$ cat src/rtl/wrr_pkg.sv
// Shared sizes, reset weight and update-FSM state type for the WRR priority table.
package wrr_pkg;
    localparam int unsigned NUM_REQ = 32;
    localparam int unsigned ID_W    = 5;
    localparam int unsigned PRIO_W  = 4;
    localparam logic [PRIO_W-1:0] PRIO_RST = 4'd1;

    typedef enum logic [1:0] {
        IDLE,
        ACK,
        HOLD
    } upd_state_e;
endpackage

$ cat src/rtl/wrr_prio_table_if.sv
// Update handshake, grant feedback and credit status bundle between arbiter and table.
interface wrr_prio_table_if;
    logic                        prio_upt;
    logic [wrr_pkg::ID_W-1:0]    prio_id;
    logic [wrr_pkg::PRIO_W-1:0]  prio;
    logic                        ack;
    logic                        gnt_vld;
    logic [wrr_pkg::ID_W-1:0]    gnt_id;
    logic [wrr_pkg::NUM_REQ-1:0] credit_avail;
    logic                        round_done;
    logic                        gnt_err;

    modport master (
        output prio_upt, prio_id, prio, gnt_vld, gnt_id,
        input  ack, credit_avail, round_done, gnt_err
    );

    modport slave (
        input  prio_upt, prio_id, prio, gnt_vld, gnt_id,
        output ack, credit_avail, round_done, gnt_err
    );
endinterface

$ cat src/rtl/wrr_credit_cnt.sv
// One requester's credit counter: load beats reload beats a saturating decrement.
module wrr_credit_cnt
    import wrr_pkg::*;
(
    input  logic              clk,
    input  logic              rst,
    input  logic              load,
    input  logic [PRIO_W-1:0] load_val,
    input  logic              reload,
    input  logic [PRIO_W-1:0] reload_val,
    input  logic              dec,
    output logic [PRIO_W-1:0] credit,
    output logic              zero
);
    always_ff @(posedge clk) begin
        if (rst) begin
            credit <= PRIO_RST;
        end else if (load) begin
            credit <= load_val;
        end else if (reload) begin
            credit <= reload_val;
        end else if (dec && (credit != '0)) begin
            credit <= credit - PRIO_W'(1);
        end
    end

    assign zero = (credit == '0);
endmodule

$ cat src/rtl/wrr_prio_table.sv
// Weighted round-robin weight/credit table with a 3-state update handshake and round reload.
module wrr_prio_table
    import wrr_pkg::*;
(
    input  logic             clk,
    input  logic             rst,
    wrr_prio_table_if.slave  bus
);
    upd_state_e        state;
    upd_state_e        state_nxt;
    logic              ack_c;
    logic              upd_wr;
    logic [PRIO_W-1:0] prio_tbl [NUM_REQ];
    logic [PRIO_W-1:0] credit   [NUM_REQ];
    logic [NUM_REQ-1:0] zero;
    logic              tbl_any;
    logic              reload;
    logic              round_done_q;
    logic              gnt_err_q;

    always_ff @(posedge clk) begin
        if (rst) state <= IDLE;
        else     state <= state_nxt;
    end

    always_comb begin
        state_nxt = state;
        unique case (state)
            IDLE:    if (bus.prio_upt) state_nxt = ACK;
            ACK:     state_nxt = HOLD;
            HOLD:    if (!bus.prio_upt) state_nxt = IDLE;
            default: state_nxt = IDLE;
        endcase
    end

    always_comb begin
        ack_c  = (state == ACK);
        upd_wr = (state == IDLE) && bus.prio_upt;
    end

    always_ff @(posedge clk) begin
        if (rst) begin
            for (int unsigned i = 0; i < NUM_REQ; i++) prio_tbl[i] <= PRIO_RST;
        end else if (upd_wr) begin
            prio_tbl[bus.prio_id] <= bus.prio;
        end
    end

    always_comb begin
        tbl_any = 1'b0;
        for (int unsigned i = 0; i < NUM_REQ; i++) tbl_any |= (prio_tbl[i] != '0);
    end

    assign reload = (zero == '1) && tbl_any;

    // Grants are masked during reload; an update to the same index still overrides inside the counter.
    for (genvar g = 0; g < NUM_REQ; g++) begin : g_cnt
        wrr_credit_cnt u_cnt (
            .clk        (clk),
            .rst        (rst),
            .load       (upd_wr && (bus.prio_id == ID_W'(g))),
            .load_val   (bus.prio),
            .reload     (reload),
            .reload_val (prio_tbl[g]),
            .dec        (bus.gnt_vld && (bus.gnt_id == ID_W'(g)) && !reload),
            .credit     (credit[g]),
            .zero       (zero[g])
        );
    end

    always_ff @(posedge clk) begin
        if (rst) begin
            round_done_q <= 1'b0;
            gnt_err_q    <= 1'b0;
        end else begin
            round_done_q <= reload;
            if (bus.gnt_vld && (credit[bus.gnt_id] == '0)) gnt_err_q <= 1'b1;
        end
    end

    assign bus.ack          = ack_c;
    assign bus.credit_avail = ~zero;
    assign bus.round_done   = round_done_q;
    assign bus.gnt_err      = gnt_err_q;
endmodule

$ cat src/flat_wrapper.sv
// flat-port wrapper written by rule: the top's interface ports become plain ports
module wrr_prio_table_flat import wrr_pkg::*;
  (clk, rst, bus_prio_upt, bus_prio_id, bus_prio, bus_gnt_vld, bus_gnt_id, bus_ack, bus_credit_avail, bus_round_done, bus_gnt_err);
  wrr_prio_table_if bus_i ();
  input  logic clk;
  input  logic rst;
  input wire logic [$bits(bus_i.prio_upt)-1:0] bus_prio_upt;
  input wire logic [$bits(bus_i.prio_id)-1:0] bus_prio_id;
  input wire logic [$bits(bus_i.prio)-1:0] bus_prio;
  input wire logic [$bits(bus_i.gnt_vld)-1:0] bus_gnt_vld;
  input wire logic [$bits(bus_i.gnt_id)-1:0] bus_gnt_id;
  output wire logic [$bits(bus_i.ack)-1:0] bus_ack;
  output wire logic [$bits(bus_i.credit_avail)-1:0] bus_credit_avail;
  output wire logic [$bits(bus_i.round_done)-1:0] bus_round_done;
  output wire logic [$bits(bus_i.gnt_err)-1:0] bus_gnt_err;
  assign bus_i.prio_upt = bus_prio_upt;
  assign bus_i.prio_id = bus_prio_id;
  assign bus_i.prio = bus_prio;
  assign bus_i.gnt_vld = bus_gnt_vld;
  assign bus_i.gnt_id = bus_gnt_id;
  assign bus_ack = bus_i.ack;
  assign bus_credit_avail = bus_i.credit_avail;
  assign bus_round_done = bus_i.round_done;
  assign bus_gnt_err = bus_i.gnt_err;
  wrr_prio_table u_core (.clk(clk), .rst(rst), .bus(bus_i));
endmodule
$ cat config.mk
export PLATFORM = sky130hd
export DESIGN_NAME = wrr_prio_table_flat
export DESIGN_NICKNAME = d
export VERILOG_FILES = /design/src/rtl/wrr_pkg.sv /design/src/rtl/wrr_prio_table_if.sv /design/src/rtl/wrr_credit_cnt.sv /design/src/rtl/wrr_prio_table.sv /design/src/flat_wrapper.sv
export SDC_FILE = /design/constraint.sdc
export NUM_CORES = 1
export LEC_CHECK = 0
export BUFFER_PORTS_ARGS = -buffer_cell sky130_fd_sc_hd__buf_2
export CAP_MARGIN = 20
export CORE_AREA = 2 2 184 186
export DETAILED_ROUTE_END_ITERATION = 7
export DIE_AREA = 0 0 186 188
export GPL_TIMING_DRIVEN = 0
export PLACE_DENSITY = 0.65
export SETUP_SLACK_MARGIN = 0.3
export SLEW_MARGIN = 20
export SYNTH_ARGS = -nofsm -noshare
export SYNTH_HDL_FRONTEND = slang
export SYNTH_HIERARCHICAL = 1
export SYNTH_SLANG_ARGS = --single-unit
$ cat constraint.sdc
create_clock -name clk -period 12 [get_ports clk]
set_input_delay 2.4 -clock clk [delete_from_list [all_inputs] [get_ports clk]]
set_output_delay 2.4 -clock clk [all_outputs]
set_load 0.005 [all_outputs]
=== Word-level counts from Yosys, hierarchy flattened ===
Memories as Yosys holds them, arrays and structs flattened.
Cells that the tools add are included.

* Flip-flop bits (word level): 132
* Bits in writable memories: 128
* Input port bits: 18
* Output and inout bits: 35
* Logic and storage cells: 545
* Memories kept: 1

{| class="wikitable"
|+ Memory list
! name !! words !! bits a word !! read ports !! clocked after memory_dff !! wr ports !! line !! RTL
|-
| u_core.prio_tbl || 32 || 4 || 32 || 0 || 32 || wrr_prio_table.sv:13 || <nowiki>logic [PRIO_W-1:0] prio_tbl [NUM_REQ];</nowiki>
|}

* Add/sub/neg operators: 32
* Order comparisons: 1
* Equality and inequality tests: 67
* Mux-type cells: 110
* Bitwise gates (word level): 33
* Reductions and logical operators: 266

{| class="wikitable"
|+ Operators with widths
! operator !! count
|-
| 4-bit 2-to-1 mux || 99
|-
| 4-bit nonzero test || 64
|-
| 5-bit == test (second input constant) || 32
|-
| 4-bit logical NOT || 33
|-
| 1-bit logical AND || 131
|-
| 4-bit by 1-bit subtractor with 4-bit output (second input constant) || 32
|-
| 3-bit nonzero test || 32
|-
| 5-bit by 4-bit == test with 1-bit output (second input constant) || 16
|-
| 5-bit by 3-bit == test with 1-bit output (second input constant) || 8
|-
| 32-bit == test (second input constant) || 1
|-
| 32-bit NOT || 1
|-
| 1-bit OR || 31
|-
| 4-bit binary-select mux with 5-bit select || 1
|-
| 5-bit by 2-bit == test with 1-bit output (second input constant) || 4
|-
| 5-bit by 1-bit == test with 1-bit output (second input constant) || 2
|-
| 5-bit logical NOT || 2
|-
| 6-bit greater-or-equal comparator (second input constant) || 1
|-
| 1-bit 2-to-1 mux || 6
|-
| 5-bit NOT with 6-bit output || 1
|-
| 2-bit one-hot mux with 3 select lines || 1
|-
| 5-bit 2-to-1 mux || 1
|-
| 2-bit 2-to-1 mux || 2
|-
| 2-bit != test (second input constant) || 2
|-
| 4-bit OR reduction || 1
|-
| other kinds (5) || 5
|}

=== Longest topological paths before layout ===
Gate-level depths: netlist (run 1).

* Word-level depth: 39
* Depth in mapped cells: 13
* Gate-level depth less buffers: 11

=== Modules after synthesis ===
The synthesis (run 1) kept the hierarchy.

{| class="wikitable"
|+ By module, submodules not included
! module !! times used !! cells each !! area each (um2) !! sequential area each (um2)
|-
| wrr_credit_cnt || 32 || 38 || 301.5 || 80.1
|-
| wrr_prio_table || 1 || 655 || 6926.6 || 3923.8
|}

=== Worst setup path after synthesis (run 1) ===
Ideal clock, no wire load.

* Path kind: reg2reg
* Start point: reg u_core.g_cnt[25].u_cnt.credit[0]
* End point: reg u_core.g_cnt[0].u_cnt.credit[3]
* Setup time: 119 ps
* Arrival time: 4842 ps
* Required time: 11881 ps
* Setup slack: 7039 ps
* Stages on the path, launching flop included: 14
* Path buffers: 2
* Period minus slack after synthesis: 4961 ps
* Cell sequence: dfxtp_1 -> inv_1 -> ha_1 -> or3b_1 -> buf_2 -> inv_1 -> nand4_1 -> nor4_1 -> nand2_1 -> a21oi_1 -> buf_2 -> nor3_1 -> a21o_1 -> o221a_2

* Word-level cells in the longest chain between the ends: 7
* Elaborated cells between the ends (all ways): 9
* Classes of those cells: 1 x eq/ne; 2 x mux; 6 x reduce/logical

{| class="wikitable"
|+ RTL lines
! item !! line !! RTL
|-
| start: declaration || wrr_credit_cnt.sv:12 || <nowiki>output logic [PRIO_W-1:0] credit,</nowiki>
|-
| start signal: assignment || wrr_credit_cnt.sv:19 || <nowiki>credit <= load_val;</nowiki>
|-
| start signal: assignment || wrr_credit_cnt.sv:21 || <nowiki>credit <= reload_val;</nowiki>
|-
| start signal: assignment || wrr_credit_cnt.sv:23 || <nowiki>credit <= credit - PRIO_W'(1);</nowiki>
|-
| 4-bit logical NOT (*) || wrr_credit_cnt.sv:27 || <nowiki>assign zero = (credit == '0);</nowiki>
|-
| named net u_core.zero[25] || wrr_prio_table.sv:15 || <nowiki>logic [NUM_REQ-1:0] zero;</nowiki>
|-
| 32-bit == test (*) || wrr_prio_table.sv:54 || <nowiki>assign reload = (zero == '1) && tbl_any;</nowiki>
|-
| 1-bit logical AND (*) || wrr_prio_table.sv:54 ||
|-
| named net u_core.reload || wrr_prio_table.sv:17 || <nowiki>logic reload;</nowiki>
|-
| 1-bit logical NOT || wrr_prio_table.sv:65 || <nowiki>.dec (bus.gnt_vld && (bus.gnt_id == ID_W'(g)) && !reload),</nowiki>
|-
| 1-bit logical AND || wrr_prio_table.sv:65 ||
|-
| 1-bit logical AND || wrr_credit_cnt.sv:22 || <nowiki>end else if (dec && (credit != '0)) begin</nowiki>
|-
| 3-bit nonzero test (no line) || n/a ||
|-
| end signal: assignment || wrr_credit_cnt.sv:19 ||
|-
| end signal: assignment || wrr_credit_cnt.sv:21 ||
|-
| end signal: assignment || wrr_credit_cnt.sv:23 ||
|-
| end: declaration || wrr_credit_cnt.sv:12 ||
|}

Mark *: on every way through the listed nets, which the timed path passes. The rest lies on a longest branch.
A chain may end at the register's enable or synchronous reset.

=== Worst setup path in the final report (run 1) ===
* Start point: in bus_gnt_id[0]
* End point: reg u_core.g_cnt[15].u_cnt.credit[0]

* Word-level cells in the longest chain between the ends: 5

{| class="wikitable"
|+ RTL lines
! item !! line !! RTL
|-
| start: declaration || flat_wrapper.sv:11 || <nowiki>input wire logic [$bits(bus_i.gnt_id)-1:0] bus_gnt_id;</nowiki>
|-
| 5-bit by 4-bit == test with 1-bit output || wrr_prio_table.sv:65 ||
|-
| 1-bit logical AND (2 in a row) || wrr_prio_table.sv:65 ||
|-
| 1-bit logical AND || wrr_credit_cnt.sv:22 ||
|-
| 3-bit nonzero test (no line) || n/a ||
|-
| end signal: assignment || wrr_credit_cnt.sv:19 ||
|-
| end signal: assignment || wrr_credit_cnt.sv:21 ||
|-
| end signal: assignment || wrr_credit_cnt.sv:23 ||
|-
| end: declaration || wrr_credit_cnt.sv:12 ||
|}

Every way passes these cells.

==> flow_summary.ini, run 1 <==
[outcome]
outcome = finished clean

[grt]
grt_max_degree = 154
gr-total-overflow = 0
grt_pass1_vias = 14046
grt_usage_pct = 30.42
grt_pass1_wl_mm = 81.62
antenna_found_initial = 1

[setup_path]
end_kind = flip-flop
cp-start-kind = primary input
crit_family = simple AND/OR/NAND/NOR gates
crit_slowest_cell = nor3_1
crit_top_cell = buf_2
worst-path-buf-inv = 3
cpPeakStageDelay_ps = 840
critPathKind = in2reg
worstPathRequired_ps = 12460
critPathArrivalTime_ps = 5680
path_max_fanout = 10
cp_cell_sequence = buf_2 -> buf_2 -> buf_1 -> nand2_1 -> nor3_1 -> a211oi_1 -> a311o_1

[sta]
setup_viol = 0
fin_worst_skew_ps = 11.76
fin_ws_ps = 6777
slew_headroom_pct = 27.81
period_needed_ps = 5223
finalMaxSlewViolations = 0
worst_pin_slew_ps = 1083
fmax_mhz = 191.4
finalCritPeriodShare_pct = 43.53
timing.hold.ws_ps = 593.9
tns_ps = 0
hold_viol = 0
rsz0062_at_grt = false

[logic_synthesis]
synthMuxAreaShare_pct = 0.8530
synth.top_cell.area_share_pct = 23.19
synth-adder-area-share_pct = 2.415
synth_area_leaders = edfxtp_1 23%, dfxtp_1 16%, nand2b_1 6.1%, a211oi_1 4.5%, inv_1 4.5%
synthCells = 1871
synth_top_family_by_area = simple AND/OR/NAND/NOR gates
synth_seq_cells = 260
synth_cell_types = 54
ys_warn_count = 6
synth_ff_type = dfxtp_1
synthArstFlopShare_pct = 0
yosysSeqAreaShare_pct = 39.13
synth_simple_gate_area_share_pct = 27.96
syn_nets = 1921
synth-edff-count = 128
synth_area_um2 = 16580
synth_compound_gate_area_share_pct = 21.38
synth_area_leader_cell = edfxtp_1
syn_avg_cell_area_um2 = 8.859
synth_xor_area_share_pct = 1.691

[cts]
cts-resized-gates = 0
root_buffer = clkbuf_16
ctsHoldBuffers = 0
cts_max_level = 1
clk_pin_slew_ps = 60
post-cts-setup-buffer-count = 0
cts_tree = built
cts_buffer_depth = 3
numCtsBuffers = 31
cts.sinks = 260
clock_latency_ps = 570

[place]
gp_congestion = 0.9348
io_buffers = 50
dp_slack_ps = 6341
place_area_um2 = 17460
hpwl_mm = 36.84

[layout]
stdcell_area_um2 = 18390
n_fill_cell = 3036
drive_above_1_share_pct = 10.05
areaGrowthSynthToFinish_pct = 10.94
fin_nets = 2006

[run]
maxCapViolCount = 0

[die]
ioPinCount = 53
fp-row-count = 67
die_x_um = 186
initial_core_util_pct = 50.06
die_area_um2 = 34970
dieHeight_um = 188
core_area_um2 = 33110

[route]
drtIter0Drc = 1456
drt_wl_total_mm = 54.05
num_vias = 15312
post_drt_wl_per_cell_um = 22.25
drc = 0
via_per_inst = 6.304
ant_nets = 0
dr.pass1.iters = 5

[hold_path]
hp-class = reg2reg

[pwr]
p_total_mw = 2.041
powerDensity_nw_per_um2 = 111.0
p_leak_nw = 6.716
ir_drop_v = 0.0001310
==> metrics by stage <==
step                instances  utilization, %
detailed placement       2371           52.74
CTS                      2428           55.53
finish                   2429           55.54
global route             2428           55.53
global placement         2369           52.51
floorplan                1871               -
==> cells by family after synthesis <==
| group | Yosys count |
|---|---|
| AOI/OAI and AO/OA | 441 |
| xor gates and xnor gates | 32 |
| and+or+nand+nor | 826 |
| buffers and inverters | 271 |
| muxes | 9 |
| adders and majority gates | 32 |
| DFF | 260 |
==> cell usage in the layout (no fill, tap or decap), types with 64 or more instances in the layout <==
cell type and n:
nand2_1 179, and2_1 97, inv_1 199, a311oi_1 64, o211ai_1 65, a211oi_1 100
dfxtp_1 132, buf_2 82, edfxtp_1 128, nand2b_1 162
==> registers in the layout (all words and copies together), names as in the netlist <==
register and flops:
u_core/g_cnt.u_cnt/credit 128, u_core/bus.round_done 1, u_core/bus.gnt_err 1, u_core/prio_tbl 128
u_core/state 2
==> worst paths after layout <==
| kind | slack, ps | from | endpoint | depth (start not counted) |
|---|---|---|---|---|
| max reg2reg | 6910 | u_core/g_cnt[8].u_cnt/credit[0] | u_core/g_cnt[6].u_cnt/credit[0] | 14 |
| min reg2reg | 590 | u_core/bus.gnt_err | u_core/bus.gnt_err | 2 |
| max | 6780 | bus_gnt_id[0] | u_core/g_cnt[15].u_cnt/credit[0] | 7 |
| min | 590 | u_core/bus.gnt_err | u_core/bus.gnt_err | 2 |
==> routing by layer <==
| layer | part of all wire, % | global-route usage (%) |
|---|---|---|
| met1 | 44 | 43.88 |
| met2 | 44 | 46.17 |
| met3 | 8.9 | 4.739 |
| met4 | 3.7 | 10.72 |
| met5 | 0 | 0 |
==> power breakdown <==
part           switching (mW)  internal, mW
logic                   0.120        0.0598
registers              0.0225         0.954
clock network           0.376         0.509
==> synth_stat cells, types with 12 or more instances <==
cell type	number
nand3_1	40
and2_1	97
edfxtp_1	128
o31ai_1	34
ha_1	32
o211ai_1	65
or2_1	32
a21o_1	32
nand2b_1	162
or4_1	32
a311oi_1	64
clkbuf_1	29
nor4_1	53
nand4_1	18
nor3_1	59
nor2_1	54
dfxtp_1	132
or3b_1	32
o221a_2	32
nand2_1	179
a211oi_1	100
o21ai_0	36
or2_2	28
inv_1	199
xor2_1	32
or3_1	12
buf_2	36
a311o_1	32
a41oi_1	33
==> layout make-up <==
type	instances	area, µm²	share of cell area [%]
multi-input cells	1340	9001	48.95
flip-flops and latches	260	6486	35.27
clock buffers	49	863.3	4.695
inverters	199	747.0	4.062
well taps	448	560.5	3.048
plain buffers	72	351.6	1.912
repair buffers	52	316.6	1.721
clock inverters	8	61.31	0.3334
diodes	1	2.502	0.01361
==> worst reg2reg max path, cell delays in order (launching register included) <==
cell	delay, ps
dfxtp_1	340
inv_1	90
ha_1	180
or3b_1	340
buf_2	160
inv_1	230
nand4_1	230
nor4_1	730
nand2_1	100
a21oi_1	570
buf_8	600
buf_16	470
nor3_1	350
a21o_1	300
a311o_1	280
No activity file was read; power rests on OpenSTA's default activity.
==> inputs of run 2 (changes only) <==
clock period = 4.81 ns   (was 12 ns; I/O delays follow)
==> run 2 against run 1 <==
Effect of this change: critical endpoint is now u_core/g_cnt[1].u_cnt/credit[0]; largest cell class unchanged; cell count about the same; clock skew up 2.9 ps; sequential cell count is the same.
==> flow_summary.ini, run 2 (same netlist as run 1, synthesis figures left out) <==
[layout]
fin_nets = 2006
areaGrowthSynthToFinish_pct = 11.31
final_cell_mix = 199 x inv_1, 179 x nand2_1, 162 x nand2b_1, 132 x dfxtp_1, 128 x edfxtp_1
drive_above_1_share_pct = 10.61
reg.largest.list = u_core/g_cnt.u_cnt/credit x128, u_core/prio_tbl x128, u_core/state x2
final_common_cell = inv_1

[pwr]
p_sw_mw = 1.325
p_leak_nw = 6.732
pwr-share-seq_pct = 47.6
power_frac_comb_pct = 8.7
ir_drop_v = 0.0002790
powerDensity_nw_per_um2 = 277.3
swShare_pct = 25.91
power.internal_mw = 3.790
p_clk_share_pct = 43.7
p_total_mw = 5.116

[setup_path]
r2r_start = u_core/g_cnt[6].u_cnt/credit[0]
ff2ff_path_depth = 14
rrSetupSlack_ps = 500
crit_top_cell = inv_1
setup.worst_path.end = u_core/g_cnt[1].u_cnt/credit[0]
cp-start-kind = flip-flop
cpPeakStageDelay_ps = 530
cp-startpoint = u_core/g_cnt[6].u_cnt/credit[0]
crit_slowest_cell = nor4_2
path_max_fanout = 116
critPathArrivalTime_ps = 4770
worstPathRequired_ps = 5270
cp_cell_sequence = inv_1 -> ha_1 -> or3b_1 -> buf_2 -> inv_1 -> nand4_1 -> nor4_2 -> nand2_1 -> a21oi_4 -> clkbuf_16 -> buf_16 -> nor3_1 -> a21o_1 -> a311o_1
r2r-end = u_core/g_cnt[1].u_cnt/credit[0]
critPathKind = reg2reg
end_kind = flip-flop

[die]
initial_core_util_pct = 50.06
die_area_um2 = 34970
die_x_um = 186
ioPinCount = 53
core_area_um2 = 33110
fp-row-count = 67
dieHeight_um = 188

[grt]
grt_max_degree = 151
grt_pass1_vias = 14333
gr-total-overflow = 0
grt_usage_pct = 30.59
grt_pass1_wl_mm = 82.13
antenna_found_initial = 2

[cts]
ctsHoldBuffers = 0
clk_pin_slew_ps = 60
cts_buffer_depth = 3
numCtsBuffers = 30
post-cts-setup-buffer-count = 0
cts_max_level = 1
cts_tree = built
clock_latency_ps = 580
root_buffer = clkbuf_16
cts.sinks = 260

[route]
dr.pass1.iters = 8
num_vias = 15413
post_drt_wl_per_cell_um = 22.44
drt_wl_total_mm = 54.53
via_per_inst = 6.343
ant_nets = 0
drc = 0
drtIter0Drc = 1599

[sta]
finalCritPeriodShare_pct = 89.63
fin_worst_skew_ps = 14.64
hold_viol = 0
worst_pin_slew_ps = 1125
timing.hold.ws_ps = 587.2
finalMaxSlewViolations = 0
setup_viol = 0
fmax_mhz = 232.0
slew_headroom_pct = 25.00
period_needed_ps = 4311
rsz0062_at_grt = false

[place]
hpwl_mm = 36.56
gp_congestion = 0.9789
io_buffers = 50

[run]
maxCapViolCount = 0

[hold_path]
hp-class = reg2reg

[outcome]
outcome = finished clean
[run 2: worst min-delay path by stage]
stage | from | to | slack, ps | depth (start not counted)
after CTS | u_core/bus.gnt_err | u_core/bus.gnt_err | 580 | 2
after global routing | u_core/bus.gnt_err | u_core/bus.gnt_err | 600 | 2
final | u_core/bus.gnt_err | u_core/bus.gnt_err | 590 | 2
after detailed placement | u_core/bus.gnt_err | u_core/bus.gnt_err | 570 | 2
after global placement | u_core/bus.gnt_err | u_core/bus.gnt_err | 550 | 2
after floorplan | u_core/bus.gnt_err | u_core/bus.gnt_err | 480 | 2
[run 2: critical path: cells and delay by family, from the launching register on]
family | cells | cell delay, ps
adders and majority gates | 1 | 180
AOI/OAI and AO/OA | 3 | 890
buffers and inverters | 5 | 1140
and+or+nand+nor | 5 | 1500
DFF | 1 | 350
[run 2: through the flow]
| step | utilization, % | cells | worst slack [ps] | cell area [µm²] | TNS (ps) |
|---|---|---|---|---|---|
| 4_1_cts | 55.61 | 2427 | 363.5 | 18410 | 0 |
| 2_1_floorplan | - | 1871 | 805.6 | 16580 | 0 |
| 6_report | 55.72 | 2430 | 498.8 | 18450 | 0 |
| 3_5_place_dp | 52.73 | 2371 | 19.32 | 17460 | 0 |
| 5_1_grt | 55.71 | 2428 | 389.8 | 18450 | 0 |
| 3_3_place_gp | 52.51 | 2369 | -977.1 | 17390 | -93200 |
[run 2: area by class of cell]
type | instances | area, µm²
Multi-Input combinational cell | 1340 | 9019
Clock inverter | 15 | 111.4
Tap cell | 448 | 560.5
Buffer | 72 | 361.6
Fill cell | 3044 | 14660
Antenna cell | 2 | 5.005
Clock buffer | 41 | 833.3
Inverter | 199 | 747.0
Sequential cell | 260 | 6486
Timing Repair Buffer | 53 | 327.8
[run 2: power groups by stage]
stage / sequential, mW / combinational [mW] / clock [mW]
2_1_floorplan: 2.46 / 0.254 / 0
3_3_place_gp: 2.48 / 0.430 / 0
3_5_place_dp: 2.48 / 0.434 / 0
4_1_cts: 2.43 / 0.436 / 2.26
5_1_grt: 2.44 / 0.475 / 2.35
6_report: 2.43 / 0.448 / 2.23
[run 2: layer usage]
| metal | vias up | track usage [%] | part of all wire (%) | wire length [µm] |
|---|---|---|---|---|
| li1 | 7152 | - | - | - |
| met1 | 7460 | 43.46 | 43 | 23630 |
| met2 | 681 | 46.53 | 44 | 23800 |
| met3 | 120 | 5.399 | 9.1 | 4982 |
| met4 | 0 | 11.18 | 3.9 | 2108 |
| met5 | - | 0 | 0 | 0 |
[run 2: repair_timing]
| item | 4_1_cts | 5_1_grt |
|---|---|---|
| gates resized for setup | 2 | 3 |
| endpoints found under the setup margin | 57 | 57 |
| gates cloned | 0 | 1 |
==> inputs of run 3 (changes only) <==
REMOVE_ABC_BUFFERS = 1   (was unset)
==> run 3 against run 2 <==
Effect of this change: first-iteration DRC count shrank 17%; hold slack got worse by 61 ps; clock-buffer cell count increased by 4; register-to-register slack improved by 120 ps; total power is 0.64% lower; combinational power down 6.9%; core utilization fell by 0.12 points; via count shrank 4.1%; routed wire length decreased by 11%; die area unchanged.
==> flow_summary.ini, run 3 (same netlist as run 1, synthesis figures left out) <==
[grt]
met1_usage_pct = 39.73
gr-total-overflow = 0
grt_pass1_wl_mm = 75.73
gr-usage-met2_pct = 43.01
grt_pass1_vias = 13624
grt_busiest_layer = met2
use_met3_pct = 3.535
grt_max_degree = 113
grt_usage_pct = 27.46
antenna_found_initial = 0

[setup_path]
critPathKind = reg2reg
cp-startpoint = u_core/prio_tbl[21][1]
end_kind = flip-flop
worstPathRequired_ps = 5250
r2r_start = u_core/prio_tbl[21][1]
rrSetupSlack_ps = 620
path_max_fanout = 36
critPathArrivalTime_ps = 4640
cp-start-kind = flip-flop
ff2ff_path_depth = 10
r2r-end = u_core/g_cnt[15].u_cnt/credit[0]

[cts]
cts.sinks = 260
cts_buffer_depth = 3
clock_latency_ps = 580
cts_max_level = 1
cts_tree = built
cts-resized-gates = 0
root_buffer = clkbuf_16
numCtsBuffers = 31
clk_pin_slew_ps = 60
ctsHoldBuffers = 0
post-cts-setup-buffer-count = 0

[pwr]
p_total_mw = 5.083
ir_drop_v = 0.0002776
p_leak_nw = 6.727
powerDensity_nw_per_um2 = 276.1

[sta]
worst_pin_slew_ps = 1201
timing.hold.ws_ps = 525.8
hold_viol = 0
finalCritPeriodShare_pct = 87.21
finalMaxSlewViolations = 0
rsz0062_at_grt = false
slew_headroom_pct = 19.72
fin_worst_skew_ps = 24.66
fmax_mhz = 238.4
period_needed_ps = 4195
setup_viol = 0

[hold_path]
hp-start = u_core/bus.gnt_err
holdPathEnd = u_core/bus.gnt_err
hp-class = reg2reg
hold-path-cell-count = 2

[die]
dieHeight_um = 188
ioPinCount = 53
die_x_um = 186
initial_core_util_pct = 50.06
fp-row-count = 67
core_area_um2 = 33110
die_area_um2 = 34970

[route]
drt_wl_total_mm = 48.63
drc = 0
via_per_inst = 6.238
dr.pass1.iters = 6
ant_nets = 0
drtIter0Drc = 1335
post_drt_wl_per_cell_um = 20.52
num_vias = 14784

[layout]
final_common_cell = inv_1
diodes = 0
layoutNonFillerInstCount = 2370
final_cell_mix = 199 x inv_1, 179 x nand2_1, 162 x nand2b_1, 132 x dfxtp_1, 128 x edfxtp_1
fin_nets = 1948
drive_above_1_share_pct = 9.209
fin_util_pct = 55.60
stdcell_area_um2 = 18410
reg.largest.list = u_core/g_cnt.u_cnt/credit x128, u_core/prio_tbl x128, u_core/state x2
areaGrowthSynthToFinish_pct = 11.07

[place]
hpwl_mm = 32.48
io_buffers = 52
gp_congestion = 0.8867
place_inst = 2313
place_area_um2 = 17460

[run]
maxCapViolCount = 0

[outcome]
outcome = finished clean
## run 3: worst max-delay path: stages (launching register included)
cell,delay (ps)
edfxtp_1,380
nor4_1,740
nand4_1,340
nor4_1,640
a21oi_4,240
buf_16,240
buf_16,170
buf_16,170
nor3_1,590
a211oi_1,180
a311o_1,350
## run 3: worst max path at each step
stage               slack (ps)                                to  depth (start not counted)
finish                     620  u_core/g_cnt[15].u_cnt/credit[0]                         10
global route               450  u_core/g_cnt[15].u_cnt/credit[0]                         14
CTS                        740  u_core/g_cnt[14].u_cnt/credit[0]                         14
detailed placement         770   u_core/g_cnt[8].u_cnt/credit[0]                         10
global placement        -14240  u_core/g_cnt[11].u_cnt/credit[2]                         11
floorplan                -7980   u_core/g_cnt[0].u_cnt/credit[0]                         11
## run 3: metal layers
layer / wire length [µm] / up-vias
li1: - / 7053
met1: 21860 / 7135
met2: 22080 / 518
met3: 3434 / 78
met4: 1254 / 0
met5: 0 / -
## run 3: cell type report
cell class / instances / area (µm²)
clock buffer: 45 / 878.3
clock inverter: 12 / 75.07
fill: 3017 / 14700
inverter: 199 / 747.0
multi-input combinational: 1340 / 9012
sequential: 260 / 6486
tap: 448 / 560.5
timing repair buffer: 66 / 650.6
## run 3: through the flow
stage / setup TNS [ps] / setup slack (ps)
CTS: 0 / 736.7
global route: 0 / 447.9
finish: 0 / 615.1
global placement: -1806760 / -14240
detailed placement: 0 / 767.4
floorplan: -1021460 / -7976
## run 3: power by group
group	leakage, nW	internal (mW)	switching, mW
clock network	0.467	1.30	0.931
logic	3.96	0.144	0.273
registers	2.30	2.38	0.0548
total	6.73	3.82	1.26
